### src/rtl/counter_defs.sv
// Shared definitions for the count-to-BCD path: FSM encoding, digit width and
// a constant helper used for the parameter legality check.
package counter_defs;

   typedef enum logic [1:0] {
      IDLE  = 2'd0,
      SHIFT = 2'd1,
      DONE  = 2'd2
   } conv_state_t;

   localparam int digit_w = 4;

   function automatic longint pow10(input int n);
      longint r;
      r = 1;
      for (int i = 0; i < n; i++) r = r * 10;
      return r;
   endfunction

endpackage

### src/rtl/bcd_digit_adj.sv
// Double-dabble correction cell: a BCD digit of 5 or more gets +3 so that the
// following left shift carries correctly into the next decimal digit.
module bcd_digit_adj
   import counter_defs::*;
(
   input  logic [digit_w-1:0] din,
   output logic [digit_w-1:0] dout
);

   always_comb begin
      dout = din;
      if (din >= 4'd5) dout = din + 4'd3;
   end

endmodule

### src/rtl/count_bcd_converter.sv
// Sequential binary-to-BCD converter (shift-and-add-3, one bit per clock)
// with a start/busy/done handshake for the display/monitor stage.
//
// state | meaning
// IDLE  | waiting for start; bcd holds the last result
// SHIFT | sz correction+shift steps on {scratch, binreg}
// DONE  | publish scratch to bcd and pulse done
module count_bcd_converter
   import counter_defs::*;
#(
   parameter int sz = 8,
   parameter int nd = 3
)(
   input  logic                  clk,
   input  logic                  reset,
   input  logic                  start,
   input  logic [sz-1:0]         bin,
   output logic                  busy,
   output logic                  done,
   output logic [digit_w*nd-1:0] bcd
);

   localparam int bw = digit_w * nd;
   localparam int cw = $clog2(sz + 1);

   generate
      if (pow10(nd) <= ((longint'(1) << sz) - 1)) begin : g_bad_params
         $error("count_bcd_converter: nd digits cannot represent every sz-bit value");
      end
   endgenerate

   conv_state_t state, state_nx;

   logic [sz-1:0]    binreg;
   logic [bw-1:0]    scratch;
   logic [bw-1:0]    adj;
   logic [cw-1:0]    cnt;
   logic [bw+sz-1:0] shifted;

   for (genvar g = 0; g < nd; g++) begin : g_adj
      bcd_digit_adj u_adj (
         .din  (scratch[g*digit_w +: digit_w]),
         .dout (adj[g*digit_w +: digit_w])
      );
   end

   // Bits leaving the top digit are dropped; the nd check guarantees they are zero.
   assign shifted = {adj, binreg} << 1;

   always_ff @(posedge clk) begin
      if (reset) state <= IDLE;
      else       state <= state_nx;
   end

   always_comb begin
      state_nx = state;
      busy     = 1'b0;
      case (state)
         IDLE: begin
            if (start) state_nx = SHIFT;
         end
         SHIFT: begin
            busy = 1'b1;
            if (cnt == cw'(1)) state_nx = DONE;
         end
         DONE: begin
            busy     = 1'b1;
            state_nx = IDLE;
         end
         default: state_nx = IDLE;
      endcase
   end

   always_ff @(posedge clk) begin
      if (reset) begin
         binreg  <= '0;
         scratch <= '0;
         cnt     <= '0;
         bcd     <= '0;
         done    <= 1'b0;
      end else begin
         done <= 1'b0;
         case (state)
            IDLE: begin
               if (start) begin
                  binreg  <= bin;
                  scratch <= '0;
                  cnt     <= cw'(sz);
               end
            end
            SHIFT: begin
               scratch <= shifted[bw+sz-1:sz];
               binreg  <= shifted[sz-1:0];
               cnt     <= cnt - cw'(1);
            end
            DONE: begin
               bcd  <= scratch;
               done <= 1'b1;
            end
            default: ;
         endcase
      end
   end

endmodule

### config.mk
export PLATFORM = sky130hd
export DESIGN_NAME = count_bcd_converter
export DESIGN_NICKNAME = d
export VERILOG_FILES = /design/src/rtl/counter_defs.sv /design/src/rtl/bcd_digit_adj.sv /design/src/rtl/count_bcd_converter.sv
export SDC_FILE = /design/constraint.sdc
export NUM_CORES = 1
export LEC_CHECK = 0
export ABC_AREA = 1
export CAP_MARGIN = 0
export CORE_MARGIN = 1.5
export CORE_UTILIZATION = 30
export CTS_CLUSTER_DIAMETER = 100
export DETAILED_ROUTE_END_ITERATION = 10
export PLACE_DENSITY = 0.58
export SLEW_MARGIN = 10
export SYNTH_ARGS = -nofsm -noshare
export SYNTH_HDL_FRONTEND = slang
export SYNTH_SLANG_ARGS = --single-unit
### constraint.sdc
create_clock -name clk -period 1.5 [get_ports clk]
set_clock_uncertainty 0.1 [all_clocks]
set_input_delay 0.3 -clock clk [delete_from_list [all_inputs] [get_ports clk]]
set_output_delay 0.3 -clock clk [all_outputs]
set_load 0.02 [all_outputs]
==> run metrics, run 1 <==
Sequential Power Share 0.470; Least-Margin Pin Slew 317 ps; routed vias/inst between 4 and 5; clk buf depth 2; Die Width just over 80 µm; switch share 0.300; worst path cell trace inv_2 > buf_6 > ha_4 > inv_6 > o21ai_4 > buf_12 > buf_8 > nand2_4 > o21ai_2 > nor2_1; Net Switching 0.734 mW; Crit path required time 1590 ps; Worst Path Max Fanout 7; Worst Setup End Kind flip-flop; CP Data Arrival Time approximately 1600 ps; Pint 1.71 mW; Setup WS pre-CTS -191 ps; violated checks negative setup slack; port bufs 24; worst hold path type flip-flop to flip-flop; Clk pwr share 0.281; slowest stage delay, CP approximately 330 ps; drt wl/cell 11.3 µm; layout cells sized above 1 0.159; Static Leak between 1 and 1.5 nW; status finished, violations left; Peak VDD IR 0.422 mV; Mapped Avg Cell Area around 7.3 µm²; initial antenna violation count 0; Synth Register Bits 39; final setup margin -31.6 ps; Setup CP Type flip-flop to flip-flop; first-pass GRT wire length roughly 6900 µm; area delta synth->final 33.4%; std cell rows 28; total track usage 0.137; largest net degree at the start of global routing 24; Worst Setup SP state[1]; Unique masters post-synth 21; core box area 5920 µm²; gpl congestion around 0.76; DRT iter0 DRCs 60; clock slew at reported path FFs 80 ps; Syn Std Cell Area 1830 µm²; Reg2Reg Depth 10; final core occ 0.412; max cap viols 0; CP endpoint cnt[2]; R2R Setup Slk -30 ps; Comb pwr share 0.249; CTS Buf Count 5; pwr dens approximately 1000 nW/µm²; reg-to-reg startpoint state[1]; Die Span Y 81.1 µm; Post-Synthesis Net Count 272; register area share after synthesis 0.427; diode count 0; die area 6570 µm²; cell count after synthesis 250; WL final just over 4000 µm; via count approximately 1700; Hold Buf Count CTS 0; CTS tree done; CP startpoint kind flip-flop; max frequency 0.653 GHz; Relative slew margins 0.787; final hold vios 0; number of max-slew violations in the final report 0; CP max-delay cell dfxtp_2; DR DRC count 0; Layout Nets 311; initial core utilization 0.309; hold path cells 2; Detail Placement HPWL around 2800 µm; reg2reg end cnt[2]; CTS Root Cell clkbuf_8; Final min period 1530 ps; Pre-antenna DRT Iters 4; Yosys warning total 0; Skew-Pair Late Insertion Delay roughly 280 ps; CTS H-tree depth 2; vias in the first global route 1528; grt ovf 0; Tcrit/Tclk final 1.02; clk sinks 39; RSZ-0062 raised after global routing true; Finish-stage setup viols 2; antenna-violating nets left 0; num ports 25
==> critical path: cells and delay by family, from the launching register on <==
| kind | cells | cell delay, ps |
|---|---|---|
| and+or+nand+nor | 2 | 100 |
| AOI/OAI and AO/OA | 2 | 280 |
| buffers and inverters | 5 | 480 |
| DFF | 1 | 330 |
| adders and majority gates | 1 | 140 |
==> Yosys cell counts (all sizes together) <==
master / count / area, µm²
clkbuf: 5 / 18.8
o21ai: 25 / 129
ha: 11 / 138
nor2: 21 / 86.3
a21oi: 25 / 125
a31oi: 7 / 43.8
nand3: 17 / 85.1
inv: 26 / 97.6
buf: 7 / 47.5
nand2: 57 / 214
o22ai: 1 / 6.26
o211ai: 2 / 15.0
nor3: 1 / 5.00
dfxtp: 39 / 781
nand4: 6 / 37.5
==> metal layers <==
| layer | vias to the layer above | global-route usage | share of wire |
|---|---|---|---|
| li1 | 902 | - | - |
| met3 | 7 | 0.0326 | 0.039 |
| met2 | 30 | 0.229 | 0.46 |
| met5 | - | 0 | 0 |
| met4 | 0 | 0.0552 | 0.015 |
| met1 | 768 | 0.169 | 0.48 |
==> through the flow <==
stage	power [mW]	cell area, µm²	TNS [ps]	hold WS [ps]	instances
after detailed placement	1.66	2230	-3340	356	353
final	2.45	2440	-54.8	365	365
after floorplan	1.48	1830	0	340	250
after global routing	2.58	2440	-728	387	365
after CTS	2.37	2340	-81.8	367	362
after global placement	1.66	2230	-2590	351	353
==> final cells by class <==
type	instances	area, µm²
Clock buffer	7	76.3
Fill cell	623	3480
Clock inverter	1	5.00
Timing Repair Buffer	43	412
Inverter	26	105
Multi-Input combinational cell	174	966
Tap cell	75	93.8
Sequential cell	39	783
==> layout by cell type (no fill, tap or decap), types with 2 or more instances in the layout <==
| cell type | n |
|---|---|
| o21ai_1 | 2 |
| a31oi_1 | 7 |
| buf_4 | 13 |
| o21ai_2 | 2 |
| nand2_4 | 2 |
| a21oi_1 | 25 |
| o21ai_0 | 20 |
| ha_1 | 9 |
| dlygate4sd2_1 | 13 |
| ha_4 | 2 |
| nand2_1 | 54 |
| inv_2 | 3 |
| buf_12 | 2 |
| o211ai_1 | 2 |
| inv_1 | 21 |
| clkbuf_1 | 2 |
| nor2_4 | 2 |
| dfxtp_2 | 2 |
| dfxtp_1 | 37 |
| nand4_1 | 6 |
| nor2_1 | 19 |
| clkdlybuf4s50_1 | 10 |
| nand3_1 | 15 |
| nand3_2 | 2 |
| buf_6 | 4 |
| clkbuf_8 | 5 |
==> power by group through the flow <==
stage               sequential (mW)  combinational (mW)  clock, mW
detailed placement             1.17               0.492          0
finish                         1.15               0.608      0.687
CTS                            1.15               0.516      0.706
floorplan                      1.20               0.281          0
global route                   1.16               0.675      0.743
global placement               1.17               0.490          0
==> state kept, by name (all words and copies together), names as in the netlist <==
signal   flops
cnt          4
scratch     12
binreg       8
done         1
state        2
bcd         12
==> worst min-delay path by stage <==
stage               startpoint    endpoint
CTS                 scratch[9]  scratch[9]
global placement     binreg[7]  scratch[0]
floorplan            binreg[7]  scratch[0]
detailed placement   binreg[7]  scratch[0]
finish              scratch[9]  scratch[9]
global route         binreg[7]  scratch[0]
==> repair_timing <==
item | 4_1_cts | 5_1_grt
buffers inserted | 0 | 3
pin swaps | 3 | 9
endpoints found under the setup margin | 36 | 27
resized for setup | 32 | 23
hold endpoints to repair | 0 | 0
cloned | 1 | 0
==> kinds of logic after synthesis <==
group | after synthesis | synth area share
AOI/OAI and AO/OA | 60 | 0.174
adders and majority gates | 11 | 0.0752
buffers and inverters | 38 | 0.0896
DFF | 39 | 0.427
and+or+nand+nor | 102 | 0.234
(Power assumes the default switching activity.)
==> run 2, diff against run 1 <==
Settings changed: DONT_BUFFER_PORTS set to 1, PLACE_DENSITY 0.58 to 0.52.
==> run 2 against run 1 <==
Critical path type unchanged; the run ends with negative hold slack left; global-route usage fell by 1.1 points; largest cell class unchanged; die area did not move; clock-buffer cell count rose by 1; clock power rose by 13%.
==> run metrics, run 2 (synthesis gave the netlist of run 1 again) <==
status finished, violations left; violated checks negative hold slack; max cap viols 0; Detail Placement HPWL roughly 2800 µm; slowest stage delay, CP approximately 370 ps; worst hold path type primary input to flip-flop; gpl congestion around 0.83; clk sinks 39; Setup CP Type flip-flop to flip-flop; Worst Path Max Fanout 8; routed vias/inst about 4.8; pwr dens 1100 nW/µm²; setup_tns 0 ps; CTS H-tree depth 2; CTS tree done; largest net degree at the start of global routing 24; Layout Nets approximately 280; CP max-delay cell dfxtp_2; hold path cells 1; reg-to-reg startpoint state[0]; die area approximately 6600 µm²; CP bufs+invs 2; Detail Route met3 WL 213 µm; Relative slew margins 0.820; clock slew at reported path FFs around 70 ps; antenna-violating nets left 0; Skew-Pair Late Insertion Delay 280 ps; Reg2Reg Depth 7; grt ovf 0; CTS Root Cell clkbuf_8; Crit path required time approximately 1600 ps; CP delay by family, top flip-flops; DR DRC count 0; Die Width between 80 and 90 µm; Static Leak 0.908 nW; via count ~1600; Least-Margin Pin Slew 270 ps; first-pass GRT wire length 6320 µm; CTS Buf Count 5; Final min period 1430 ps; Worst Setup SP state[0]; diode count 0; DRT iter0 DRCs 53; met2 WL 1870 µm; R2R Setup Slk 70 ps; RSZ-0062 raised after global routing true; Worst path depth 7; Pre-antenna DRT Iters 4; top flop regs bcd: 12 flops, scratch: 12 flops, binreg: 8 flops; highest-count cells in the layout ignoring fill and taps nand2_1, dfxtp_1, a21oi_1, o21ai_0, inv_1; core box area 5920 µm²; Hold Slack -31.9 ps; CP startpoint kind flip-flop; number of max-slew violations in the final report 0; final hold vios 18; Die Span Y about 80 µm; port bufs 0; commonest non-fill, non-tap cell in the layout nand2_1; WL final 3990 µm; Tcrit/Tclk final 0.954; vias in the first global route approximately 1400; total track usage 0.127; initial antenna violation count 0; num ports 25; M1 WL 1870 µm; drt wl/cell approximately 12 µm; CP endpoint cnt[2]; DR top layer met4; clk buf depth 2; max frequency 0.699 GHz; Peak VDD IR 0.686 mV; area delta synth->final 20.4%; CP Data Arrival Time around 1500 ps; std cell rows 28; initial core utilization 0.309; reg2reg end cnt[2]; worst path cell trace inv_2 > ha_4 > o21ai_4 > buf_12 > nand2_1 > o21ai_1 > nor2_1; Finish-stage setup viols 0; Worst Setup End Kind flip-flop; layout cells sized above 1 0.152
## run 2: worst min-delay path by stage
| stage | start | endpoint | slack [ps] |
|---|---|---|---|
| final | reset | state[1] | -30 |
| after global routing | reset | state[0] | -60 |
| after CTS | reset | state[1] | -40 |
| after detailed placement | reset | state[1] | 270 |
| after global placement | reset | binreg[0] | 270 |
| after floorplan | binreg[7] | scratch[0] | 340 |
## run 2: cell type report
class	instances	area [µm²]
Sequential cell	39	783
Inverter	26	100
Tap cell	75	93.8
Clock buffer	8	100
Timing Repair Buffer	17	186
Fill cell	621	3720
Multi-Input combinational cell	173	938
## run 2: worst reg2reg max path: stages (launching register included)
cell     delay (ps)
dfxtp_2         370
inv_2            60
ha_4            180
o21ai_4         250
buf_12          160
nand2_1          60
o21ai_1         110
nor2_1           40
## run 2: per-layer routing
layer,vias up,global-route usage
met5,-,0
met4,0,0.0414
met3,5,0.0472
met2,27,0.203
met1,746,0.157
li1,845,-
## run 2: repair_timing
action                                 4_1_cts  5_1_grt
setup buffers                                0        1
endpoints found under the hold margin       18       18
pin swaps                                    1        4
gates resized for setup                      2       18
setup endpoints to repair                   13       24
cloned                                       0        1
## run 2: report_power, final
group | switching (mW) | total, mW | leakage [nW] | internal, mW
Clock | 0.355 | 0.775 | 0.0515 | 0.420
Sequential | 0.0754 | 1.19 | 0.318 | 1.11
Combinational | 0.251 | 0.464 | 0.538 | 0.213
Total | 0.682 | 2.43 | 0.908 | 1.75
## run 2: metrics by stage
stage	util	cell area [µm²]	total power [mW]	setup WS, ps	std cells
after floorplan	-	1830	1.48	61.1	250
after global placement	0.339	2010	1.60	26.0	328
after detailed placement	0.339	2010	1.61	-38.1	328
after CTS	0.357	2110	2.39	-2.97	336
after global routing	0.372	2200	2.57	-6.24	338
final	0.372	2200	2.43	69.1	338
==> run 3, diff against run 2 <==
Settings changed: TNS_END_PERCENT set to 5.
==> run 3 against run 2 <==
The run still ends with negative hold slack left; global-route usage did not move; power fell by 0.54%; fmax rose by 0.33%; largest cell class unchanged; largest power group unchanged.
==> run metrics, run 3 (synthesis gave the netlist of run 1 again) <==
slowest stage delay, CP approximately 370 ps; highest-count cells in the layout ignoring fill and taps nand2_1, dfxtp_1, a21oi_1, o21ai_0, inv_1; initial core utilization 0.309; CP delay by family, top flip-flops; Setup CP Type flip-flop to flip-flop; layout cells sized above 1 0.141; gpl congestion 0.834; num ports 25; area delta synth->final 19.8%; WL final 3970 µm; Hold Slack -30.9 ps; die area 6570 µm²; routed vias/inst 4.79; final hold vios 18; clk buf depth 2; Die Span Y around 80 µm; top flop regs bcd: 12 flops, scratch: 12 flops, binreg: 8 flops; DR DRC count 0; max cap viols 0; worst path cell trace inv_2 > ha_4 > o21ai_4 > buf_12 > nand2_1 > o21ai_1 > nor2_1; Finished Layout Cells 337; Crit path required time 1580 ps; CTS Buf Count 5; clock slew at reported path FFs 70 ps; port bufs 0; grt ovf 0; worst hold path type primary input to flip-flop; initial antenna violation count 0; Finish-stage setup viols 0; CP Data Arrival Time 1510 ps; max frequency between 0.7 and 0.8 GHz; number of max-slew violations in the final report 0; antenna-violating nets left 0; CTS tree done; Final min period 1430 ps; Peak VDD IR roughly 0.7 mV; Worst Path Max Fanout 8; total track usage 0.127; pwr dens 1100 nW/µm²; Layout Nets 283; Static Leak 0.905 nW; commonest non-fill, non-tap cell in the layout nand2_1; largest net degree at the start of global routing 24; placed cell count 328; diode count 0; Least-Margin Pin Slew around 270 ps; drt wl/cell ~12 µm; first-pass GRT wire length 6320 µm; status finished, violations left; std cell rows 28; DRT iter0 DRCs 57; CP max-delay cell dfxtp_2; Die Width 81.1 µm; CP bufs+invs 2; CTS H-tree depth 2; via count 1615; CP startpoint kind flip-flop; Pre-antenna DRT Iters 4; Worst Setup End Kind flip-flop; CTS Root Cell clkbuf_8; RSZ-0062 raised after global routing true; violated checks negative hold slack; vias in the first global route around 1400; Detail Placement HPWL 2820 µm; Skew-Pair Late Insertion Delay 280 ps; Tcrit/Tclk final 0.951; setup_tns 0 ps; Relative slew margins 0.819; clk sinks 39; core box area 5920 µm²
[run 3: final timing paths]
check              start  slack [ps]  cells after the start          end
max             state[0]          70                      7       cnt[2]
min                reset         -30                      1     state[1]
max reg2reg     state[0]          70                      7       cnt[2]
min reg2reg  scratch[11]         360                      2  scratch[11]
[run 3: routing by layer]
metal / track usage / vias up / wire length [µm] / part of all wire
li1: - / 846 / - / -
met1: 0.157 / 739 / 1870 / 0.47
met2: 0.203 / 25 / 1850 / 0.47
met3: 0.0472 / 5 / 209 / 0.053
met4: 0.0414 / 0 / 34 / 0.0086
met5: 0 / - / 0 / 0
[run 3: layout make-up]
class | count | area, µm²
fillers | 620 | 3730
multi-input cells | 173 | 936
flip-flops and latches | 39 | 783
repair buffers | 16 | 179
clock buffers | 8 | 100
inverters | 26 | 100
well taps | 75 | 93.8
[run 3: power breakdown]
part / internal (mW) / switching, mW / total [mW]
registers: 1.11 / 0.0757 / 1.19
clock network: 0.420 / 0.353 / 0.773
logic: 0.206 / 0.247 / 0.453
[run 3: timing repair]
| action | 4_1_cts | 5_1_grt |
|---|---|---|
| gates cloned | 0 | 1 |
| pin swaps | 1 | 2 |
| endpoints found under the setup margin | 13 | 24 |
| endpoints found under the hold margin | 18 | 18 |
| buffers inserted | 0 | 0 |
| gates resized for setup | 2 | 16 |
[run 3: stage by stage]
step / setup slack (ps) / utilization / cell area [µm²] / total power, mW / hold WS (ps)
4_1_cts: -2.97 / 0.357 / 2110 / 2.39 / -36.3
6_report: 73.7 / 0.370 / 2190 / 2.42 / -30.9
3_3_place_gp: 26.0 / 0.339 / 2010 / 1.60 / 273
2_1_floorplan: 61.1 / - / 1830 / 1.48 / 340
3_5_place_dp: -38.1 / 0.339 / 2010 / 1.61 / 274
5_1_grt: -11.8 / 0.370 / 2190 / 2.56 / -55.6
